==> src/rtl/lvds_tx_pkg.sv <==
// Shared types and constants for the LVDS transmit frame scheduler.
package lvds_tx_pkg;

    localparam int unsigned LEN_W    = 7;
    localparam logic [7:0]  K28_5    = 8'hBC;
    localparam logic [7:0]  HDR0_DEF = 8'hEE;
    localparam logic [7:0]  HDR1_DEF = 8'h33;

    typedef enum logic [2:0] {
        ST_IDLE,
        ST_H0,
        ST_H1,
        ST_LEN,
        ST_PAY,
        ST_CHK,
        ST_GAP
    } state_e;

    // Requested payload length limited to the configured maximum.
    function automatic logic [LEN_W-1:0] clamp_len(input logic [LEN_W-1:0] len,
                                                   input logic [LEN_W-1:0] max_len);
        return (len > max_len) ? max_len : len;
    endfunction

endpackage

==> src/rtl/lvds_tx_frame_sched_rr_arb2.sv <==
// Two-way round-robin arbiter: on contention the requester that was not
// granted last wins; grant is zero unless advance is set.
module lvds_rr_arb2 (
    input  logic [1:0] req,
    input  logic       rr_ptr,
    input  logic       advance,
    output logic [1:0] grant
);

    // One-hot grant selection.
    always_comb begin
        grant = '0;
        if (advance) begin
            case (req)
                2'b01:   grant = 2'b01;
                2'b10:   grant = 2'b10;
                2'b11:   grant = rr_ptr ? 2'b01 : 2'b10;
                default: grant = '0;
            endcase
        end
    end

endmodule

==> src/rtl/lvds_tx_frame_sched.sv <==
// Frame scheduler for the 8b/10b LVDS transmit path.
// Frame: HDR0, HDR1, length, payload, [checksum], then a comma gap.
// Optional checksum symbol enabled by defining LVDS_TX_CHECKSUM_EN.
module lvds_tx_frame_sched
    import lvds_tx_pkg::*;
#(
    parameter int unsigned MAX_LEN  = 125,
    parameter int unsigned MIN_IDLE = 8,
    parameter logic [7:0]  HDR0     = HDR0_DEF,
    parameter logic [7:0]  HDR1     = HDR1_DEF,
    parameter logic [7:0]  COMMA    = K28_5
) (
    input  logic             sys_clk,
    input  logic             rst_n,
    input  logic             link_en,
    input  logic [1:0]       req,
    input  logic [LEN_W-1:0] len0,
    input  logic [LEN_W-1:0] len1,
    input  logic [7:0]       d0,
    input  logic [7:0]       d1,
    output logic             rd0,
    output logic             rd1,
    output logic [1:0]       grant,
    output logic [1:0]       done,
    output logic             abort,
    output logic [7:0]       tx_data,
    output logic             tx_k
);

    localparam int unsigned      IW         = $clog2(MIN_IDLE + 1);
    localparam logic [IW-1:0]    MIN_IDLE_C = IW'(MIN_IDLE);
    localparam logic [LEN_W-1:0] MAX_LEN_C  = LEN_W'(MAX_LEN);

    state_e           state_q, state_d;
    logic             owner_q, owner_d;
    logic [LEN_W-1:0] len_q, len_d;
    logic [LEN_W-1:0] byte_cnt_q, byte_cnt_d;
    logic [IW-1:0]    idle_cnt_q, idle_cnt_d;
    logic             rr_ptr_q, rr_ptr_d;
    logic [7:0]       tx_data_q, tx_data_d;
    logic             tx_k_q, tx_k_d;
    logic [1:0]       done_q, done_d;
    logic             abort_q, abort_d;
`ifdef LVDS_TX_CHECKSUM_EN
    logic [7:0]       csum_q, csum_d;
`endif

    logic             arb_adv;
    logic [1:0]       arb_grant;
    logic [LEN_W-1:0] grant_len;
    logic [7:0]       pay_byte;
    logic             pop;
    logic             end_frame;
    logic             in_frame;

    assign arb_adv   = (state_q == ST_IDLE) && link_en &&
                       (idle_cnt_q >= MIN_IDLE_C) && (req != 2'b00);
    assign grant_len = clamp_len(arb_grant[1] ? len1 : len0, MAX_LEN_C);
    assign pay_byte  = owner_q ? d1 : d0;
    assign in_frame  = state_q inside {ST_H0, ST_H1, ST_LEN, ST_PAY, ST_CHK};

    lvds_rr_arb2 u_arb (
        .req     (req),
        .rr_ptr  (rr_ptr_q),
        .advance (arb_adv),
        .grant   (arb_grant)
    );

    // Next state and next registered symbol; payload pops run one cycle ahead
    // of the byte appearing on tx_data because d0/d1 are show-ahead.
    always_comb begin
        state_d    = state_q;
        owner_d    = owner_q;
        len_d      = len_q;
        byte_cnt_d = byte_cnt_q;
        idle_cnt_d = idle_cnt_q;
        rr_ptr_d   = rr_ptr_q;
        tx_data_d  = COMMA;
        tx_k_d     = 1'b1;
        done_d     = '0;
        abort_d    = 1'b0;
        pop        = 1'b0;
        end_frame  = 1'b0;
`ifdef LVDS_TX_CHECKSUM_EN
        csum_d     = csum_q;
`endif

        case (state_q)
            ST_IDLE: begin
                if (idle_cnt_q < MIN_IDLE_C) idle_cnt_d = idle_cnt_q + 1'b1;
                if (arb_grant != 2'b00) begin
                    owner_d   = arb_grant[1];
                    rr_ptr_d  = arb_grant[1];
                    len_d     = grant_len;
                    state_d   = ST_H0;
                    tx_data_d = HDR0;
                    tx_k_d    = 1'b0;
`ifdef LVDS_TX_CHECKSUM_EN
                    csum_d    = {1'b0, grant_len};
`endif
                end
            end
            ST_H0: begin
                state_d   = ST_H1;
                tx_data_d = HDR1;
                tx_k_d    = 1'b0;
            end
            ST_H1: begin
                state_d   = ST_LEN;
                tx_data_d = {1'b0, len_q};
                tx_k_d    = 1'b0;
            end
            ST_LEN: begin
                if (len_q != '0) begin
                    state_d    = ST_PAY;
                    pop        = 1'b1;
                    tx_data_d  = pay_byte;
                    tx_k_d     = 1'b0;
                    byte_cnt_d = LEN_W'(1);
`ifdef LVDS_TX_CHECKSUM_EN
                    csum_d     = csum_q + pay_byte;
`endif
                end else begin
                    end_frame = 1'b1;
                end
            end
            ST_PAY: begin
                if (byte_cnt_q < len_q) begin
                    pop        = 1'b1;
                    tx_data_d  = pay_byte;
                    tx_k_d     = 1'b0;
                    byte_cnt_d = byte_cnt_q + 1'b1;
`ifdef LVDS_TX_CHECKSUM_EN
                    csum_d     = csum_q + pay_byte;
`endif
                end else begin
                    end_frame = 1'b1;
                end
            end
`ifdef LVDS_TX_CHECKSUM_EN
            ST_CHK: begin
                state_d    = ST_GAP;
                done_d     = owner_q ? 2'b10 : 2'b01;
                idle_cnt_d = IW'(1);
            end
`endif
            ST_GAP: begin
                state_d = ST_IDLE;
                if (idle_cnt_q < MIN_IDLE_C) idle_cnt_d = idle_cnt_q + 1'b1;
            end
            default: state_d = ST_IDLE;
        endcase

        // idle_cnt loads 1 on gap entry: the gap comma itself is the first idle symbol.
        if (end_frame) begin
`ifdef LVDS_TX_CHECKSUM_EN
            state_d   = ST_CHK;
            tx_data_d = csum_q;
            tx_k_d    = 1'b0;
`else
            state_d    = ST_GAP;
            done_d     = owner_q ? 2'b10 : 2'b01;
            idle_cnt_d = IW'(1);
`endif
        end

        // Link loss overrides whatever the frame would have done this cycle.
        if (in_frame && !link_en) begin
            state_d    = ST_GAP;
            tx_data_d  = COMMA;
            tx_k_d     = 1'b1;
            pop        = 1'b0;
            done_d     = '0;
            abort_d    = 1'b1;
            idle_cnt_d = IW'(1);
        end
    end

    // State and registered outputs.
    always_ff @(posedge sys_clk or negedge rst_n) begin
        if (!rst_n) begin
            state_q    <= ST_IDLE;
            owner_q    <= 1'b0;
            len_q      <= '0;
            byte_cnt_q <= '0;
            idle_cnt_q <= MIN_IDLE_C;
            rr_ptr_q   <= 1'b0;
            tx_data_q  <= COMMA;
            tx_k_q     <= 1'b1;
            done_q     <= '0;
            abort_q    <= 1'b0;
        end else begin
            state_q    <= state_d;
            owner_q    <= owner_d;
            len_q      <= len_d;
            byte_cnt_q <= byte_cnt_d;
            idle_cnt_q <= idle_cnt_d;
            rr_ptr_q   <= rr_ptr_d;
            tx_data_q  <= tx_data_d;
            tx_k_q     <= tx_k_d;
            done_q     <= done_d;
            abort_q    <= abort_d;
        end
    end

`ifdef LVDS_TX_CHECKSUM_EN
    // Running checksum over length and payload bytes.
    always_ff @(posedge sys_clk or negedge rst_n) begin
        if (!rst_n) csum_q <= '0;
        else        csum_q <= csum_d;
    end
`endif

    // Grant shows the arbiter decision while idle, then the frame owner until the gap.
    always_comb begin
        case (state_q)
            ST_IDLE: grant = arb_grant;
            ST_GAP:  grant = '0;
            default: grant = owner_q ? 2'b10 : 2'b01;
        endcase
    end

    assign rd0     = pop & ~owner_q;
    assign rd1     = pop & owner_q;
    assign done    = done_q;
    assign abort   = abort_q;
    assign tx_data = tx_data_q;
    assign tx_k    = tx_k_q;

endmodule
==> config.mk <==
export PLATFORM = sky130hd
export DESIGN_NAME = lvds_tx_frame_sched
export DESIGN_NICKNAME = d
export VERILOG_FILES = /design/src/rtl/lvds_tx_pkg.sv /design/src/rtl/lvds_tx_frame_sched_rr_arb2.sv /design/src/rtl/lvds_tx_frame_sched.sv
export SDC_FILE = /design/constraint.sdc
export NUM_CORES = 1
export LEC_CHECK = 0
export ABC_CLOCK_PERIOD_IN_PS = 4300
export CORE_MARGIN = 2
export CORE_UTILIZATION = 40
export DETAILED_ROUTE_END_ITERATION = 10
export PLACE_DENSITY_LB_ADDON = 0.15
export SYNTH_ARGS = -nofsm -noshare
export SYNTH_HDL_FRONTEND = slang
export SYNTH_SLANG_ARGS = --single-unit
==> constraint.sdc <==
create_clock -name sys_clk -period 4.3 [get_ports sys_clk]
set_clock_uncertainty 0.2 [all_clocks]
set_input_delay 0.86 -clock sys_clk [delete_from_list [all_inputs] [get_ports sys_clk]]
set_output_delay 0.86 -clock sys_clk [all_outputs]
set_load 0.005 [all_outputs]
# Yosys cells after proc, flatten, opt, wreduce, memory -nomap -nowiden
# Cells that the tools add are included.
# totals
reg_bits	34
output_inout_bits	16
inputBits	35
elab_cells	89
# classes
reduce_logical	19
add_sub_neg	2
magnitude_cmp	4
eq_ne	14
bitwise	3
muxes	38
# op_table
operator	n
case mux 8 bit (5 select lines)	1
two-way mux 7 bit	5
two-way mux 8 bit	4
two-way mux 4 bit	4
case mux 3 bit (5 select lines)	1
case mux 7 bit (2 select lines)	1
two-way mux 3 bit	4
two-way mux 2 bit	5
equality test 3 bit (second input constant)	3
two-way mux 1 bit	8
inequality test 4 x 2 -> 1 bit (second input constant)	2
adder 7 x 1 -> 7 bit (second input constant)	1
> comparator 7 bit (second input constant)	1
less-than comparator 7 bit	1
nonzero test 7 bit	1
equality test 3 x 2 -> 1 bit (second input constant)	2
case mux 2 bit (3 select lines)	1
AND reduction 3 bit	2
nonzero test 2 bit	3
nonzero test 3 bit	2
nonzero test 5 bit	1
adder 4 x 1 -> 4 bit (second input constant)	1
equality test 2 bit (second input constant)	2
>= comparator 4 bit (second input constant)	1
15 further kinds	23

# Depth between registers and ports, before layout
# depth
word_depth	10
ltp_mapped	8
depth_no_buf	7

# Hierarchy
# A second synthesis with hierarchy kept.
# hier_totals
hier_cells	226
hier_area_um2	2082.0
# by_module_without_submodules
mod	cells_each	instances	area_each_um2
lvds_tx_frame_sched	221	1	2060.7
lvds_rr_arb2	5	1	21.3

# Worst setup path before layout
# OpenSTA, ideal clock, no wires.
# synth_path
path_kind	input port to output port
from	input link_en
to	output grant[0]
arrival_time_ns	1.788
t_required_ns	3.240
setup_slack_ns	1.452
stages	5
cell_sequence	buf_2 -> o211ai_1 -> nand2b_1 -> clkbuf_1 -> o22ai_1
# synth_via
elab_chain_len	5
# synth_lines
element	line	source
start: declaration	lvds_tx_frame_sched.sv:15	input logic link_en,
logical AND 1 bit (2 in series)	lvds_tx_frame_sched.sv:56	assign arb_adv = (state_q == ST_IDLE) && link_en &&
logical AND 1 bit	lvds_tx_frame_sched.sv:57	(idle_cnt_q >= MIN_IDLE_C) && (req != 2'b00);
two-way mux 2 bit	lvds_tx_frame_sched_rr_arb2.sv:13	if (advance) begin
case mux 2 bit (2 select lines)	lvds_tx_frame_sched.sv:216	case (state_q)
end: declaration	lvds_tx_frame_sched.sv:23	output logic [1:0] grant,
# No other way between the ends.

# Worst setup path after layout
# layout_path
from	register len_q[6]
to	output rd0
# layout_via
elab_chain_len	5
# layout_lines
element	line	source
start: declaration	lvds_tx_frame_sched.sv:36	logic [LEN_W-1:0] len_q, len_d;
start signal: assignment	lvds_tx_frame_sched.sv:195	len_q <= len_d;
less-than comparator 7 bit / nonzero test 7 bit (equally long branches)	lvds_tx_frame_sched.sv:128, lvds_tx_frame_sched.sv:114	
two-way mux 1 bit, on equally long branches	lvds_tx_frame_sched.sv:128, lvds_tx_frame_sched.sv:114	
case mux 1 bit (2 select lines) (*)	lvds_tx_frame_sched.sv:88	case (state_q)
two-way mux 1 bit (*)	lvds_tx_frame_sched.sv:168	if (in_frame && !link_en) begin
AND 1 bit (*)	lvds_tx_frame_sched.sv:223	assign rd0 = pop & ~owner_q;
end: declaration	lvds_tx_frame_sched.sv:21	output logic rd0,
# Mark *: on every way between the ends. The rest lies on a longest branch, timed or not.

==> metrics <==
classification of the worst-slack hold path flip-flop to flip-flop; internal power 0.00102 W; Placed Instance Area between 0.002 and 0.003 sq mm; Post-Layout Inst Area 0.00277 sq mm; fraction of power consumed by sequential logic 0.357; post-synthesis sequential area ratio 0.405; area inside the core boundary 0.00511 sq mm; number of standard cells in the layout, taps in and fillers out 347; initial core utilization 0.415; # nets final 320; Final Hold Vio Count 0; run status finished, final reports clean; ant diodes 0; post-DP HPWL 3630 um; clock tree from TritonCTS done; Clock Latency Late Sink 0.28 ns; Worst path depth 9; Hold Path Cell Cnt 2; P&R area growth vs syn 30.6%; cell depth of the worst flop-to-flop path 8; combined global-route utilization of all metal layers 0.178; part of the power in the clock network 0.128; Placement Rows 26; fraction of synthesis flops using an asynchronous set or reset pin 1.00; ANT nets after route 0; First-pass DRT Iterations 4; hold buffer count at CTS 0; Net Sw Frac 0.418; initial antenna violation count 0; Final Cycle Share 0.856; setup bufs post-CTS 0; post-route setup TNS 0 ns; Post-Synthesis Net Count around 270; horizontal die dimension ~77 um; leading cell types by count after synthesis sky130_fd_sc_hd__dfrtp_1 (27), sky130_fd_sc_hd__nand2_1 (21), sky130_fd_sc_hd__nor2_1 (16); die span in y 76.8 um; Area contributors post-synth sky130_fd_sc_hd__dfrtp_1 (32%), sky130_fd_sc_hd__dfstp_2 (8.7%), sky130_fd_sc_hd__mux2i_1 (5.7%); Total Die Area 0.00590 sq mm; Setup-failing EPs final 0; global placer's final weighted congestion between 0.8 and 0.9; number of buffers on the longest clock path 2; ordered cell list for the critical path inv_1 -> ha_1 -> a21oi_1 -> o21ai_0 -> a211oi_4 -> buf_4 -> nor2_4 -> nor3_1 -> clkdlybuf4s50_1; first-iteration detailed-routing DRC count 130; total CTS buffers 5; yosys synthesis warning count 0; fin. max-slew vios 0; static power due to leakage 1.17 nW; Min Hold Slack 0.317 ns; distinct cell type count of the synthesized netlist 55; Sink Count 34; Mean Syn Cell Area 9.47 sq um; Vias/cell 5.27; number of vias in the routed layout about 1800; maximum number of pins on one net before global-route repair 35; Post-synth EDFFs 0; CTS root buffer sky130_fd_sc_hd__clkbuf_8; Gates resized, CTS repair 0; buffer and inverter count on the worst path 3; Worst Path Max Fanout 14; fmax 272 MHz; family of cells with the greatest summed delay on the critical path buffers and inverters; path type of the worst setup path flip-flop to output pin; Synth top area share 0.318; Max rail drop VDD 0.345 mV; kind of capture point of the worst setup path output pin; maxcap violations 0; number of placed instances, taps included between 300 and 400; combinational share of power 0.515; total of buffers placed on input and output ports 50; Switch Pwr 0.000733 W; number of register bits inferred by synthesis 34; slew at the pin closest to its max-slew limit ~0.68 ns; global-route wire length before repair 8430 um; leading register cell type out of synthesis sky130_fd_sc_hd__dfrtp_1; Final Critical Period 3.68 ns; top-count cell post-synth sky130_fd_sc_hd__dfrtp_1; category of the worst setup path launch point flip-flop; wire length per cell 13.9 um; Req. time, crit path 3.24 ns; top-level I/O count slightly above 50; slowest stage cell on the critical path sky130_fd_sc_hd__clkdlybuf4s50_1; slowest cell delay on critical path approximately 0.53 ns; cell accounting for the most synthesized area sky130_fd_sc_hd__dfrtp_1; total overflow reported by the global router 0; layout cell share with drive strength beyond 1 0.137; power density over the cells 632 mW/mm^2; Mapped Area 0.00212 sq mm; vias in the first global route 1857; worst-case headroom to the max-slew limit 0.550; RSZ-0062 raised after global routing no; clk slew on worst S/H paths 0.06 ns; H-tree depth 2; routed wire length between 4000 and 5000 um; arrival time worst endpoint between 2 and 3 ns; remaining design rule violation count 0; Syn Inst Count 224
-- cells in the final DEF (no fill, tap or decap), types with 9 or more instances in the layout --
cell type / n
sky130_fd_sc_hd__a21oi_1: 14
sky130_fd_sc_hd__clkdlybuf4s50_1: 50
sky130_fd_sc_hd__dfrtp_1: 27
sky130_fd_sc_hd__ha_1: 9
sky130_fd_sc_hd__inv_1: 11
sky130_fd_sc_hd__mux2i_1: 12
sky130_fd_sc_hd__nand2_1: 21
sky130_fd_sc_hd__nor2_1: 16
sky130_fd_sc_hd__o21ai_0: 13
-- worst reg2reg max path, stage by stage, from the launching register on --
cell	delay, ns
sky130_fd_sc_hd__dfrtp_1	0.48
sky130_fd_sc_hd__inv_1	0.07
sky130_fd_sc_hd__ha_1	0.31
sky130_fd_sc_hd__a21oi_1	0.13
sky130_fd_sc_hd__o21ai_0	0.17
sky130_fd_sc_hd__a211oi_4	0.18
sky130_fd_sc_hd__buf_4	0.22
sky130_fd_sc_hd__nor2_4	0.10
sky130_fd_sc_hd__a221o_1	0.35
-- metrics by stage --
step	power, W	setup WS [ns]	util
floorplan	0.00123	1.45	-
global placement	0.00152	0.728	0.527
detailed placement	0.00154	0.691	0.527
CTS	0.00177	0.586	0.543
global route	0.00192	0.383	0.543
finish	0.00175	0.618	0.543
-- power by group through the flow --
stage / clock network (W) / registers [W] / logic [W]
after floorplan: 0 / 0.000544 / 0.000685
after global placement: 0 / 0.000630 / 0.000894
after detailed placement: 0 / 0.000633 / 0.000907
after CTS: 0.000233 / 0.000626 / 0.000911
after global routing: 0.000247 / 0.000650 / 0.00102
final: 0.000224 / 0.000626 / 0.000903
-- worst paths after layout --
path                                 startpoint                   endpoint  slack [ns]
setup / recovery           len_q[6]$_DFFE_PN0N_                        rd0        0.62
hold / removal             len_q[2]$_DFFE_PN0N_       len_q[2]$_DFFE_PN0N_        0.32
setup reg to reg           len_q[6]$_DFFE_PN0N_  byte_cnt_q[6]$_DFFE_PN0P_        1.98
hold reg to reg            len_q[2]$_DFFE_PN0N_       len_q[2]$_DFFE_PN0N_        0.32
max in group asynchronous                 rst_n  idle_cnt_q[3]$_DFFE_PN1P_        2.77
min in group asynchronous                 rst_n       tx_data[0]$_DFF_PN0_        0.79
-- per-layer routing --
layer | share of wire | routed length [um] | vias up | global-route usage
met1 | 0.46 | 2240 | 855 | 0.225
met3 | 0.061 | 297 | 6 | 0.0471
met4 | 0.020 | 95 | 0 | 0.0836
met2 | 0.45 | 2200 | 57 | 0.284
li1 | - | - | 911 | -
met5 | 0 | 0 | - | 0
-- layout make-up --
class | instances | area [sq um]
Clock buffer | 8 | 80.1
Fill cell | 486 | 2340
Inverter | 12 | 45.0
Multi-Input combinational cell | 167 | 1150
Sequential cell | 34 | 860
Tap cell | 70 | 87.6
Timing Repair Buffer | 56 | 546
-- state kept, by name, summed over array words and instances, names as in the netlist --
signal      count
byte_cnt_q      7
state_q         3
done            2
tx_k            1
rr_ptr_q        1
len_q           7
idle_cnt_q      4
tx_data         8
abort           1
-- logic make-up after synthesis --
| family | after synthesis | synth area share |
|---|---|---|
| simple gates | 79 | 0.208 |
| xor+xnor | 3 | 0.0124 |
| fa+ha+maj | 9 | 0.0531 |
| compound gates | 61 | 0.198 |
| buf+inv | 23 | 0.0513 |
| mux | 15 | 0.0725 |
| flops | 34 | 0.405 |
Power figures use the tool's default switching activity.
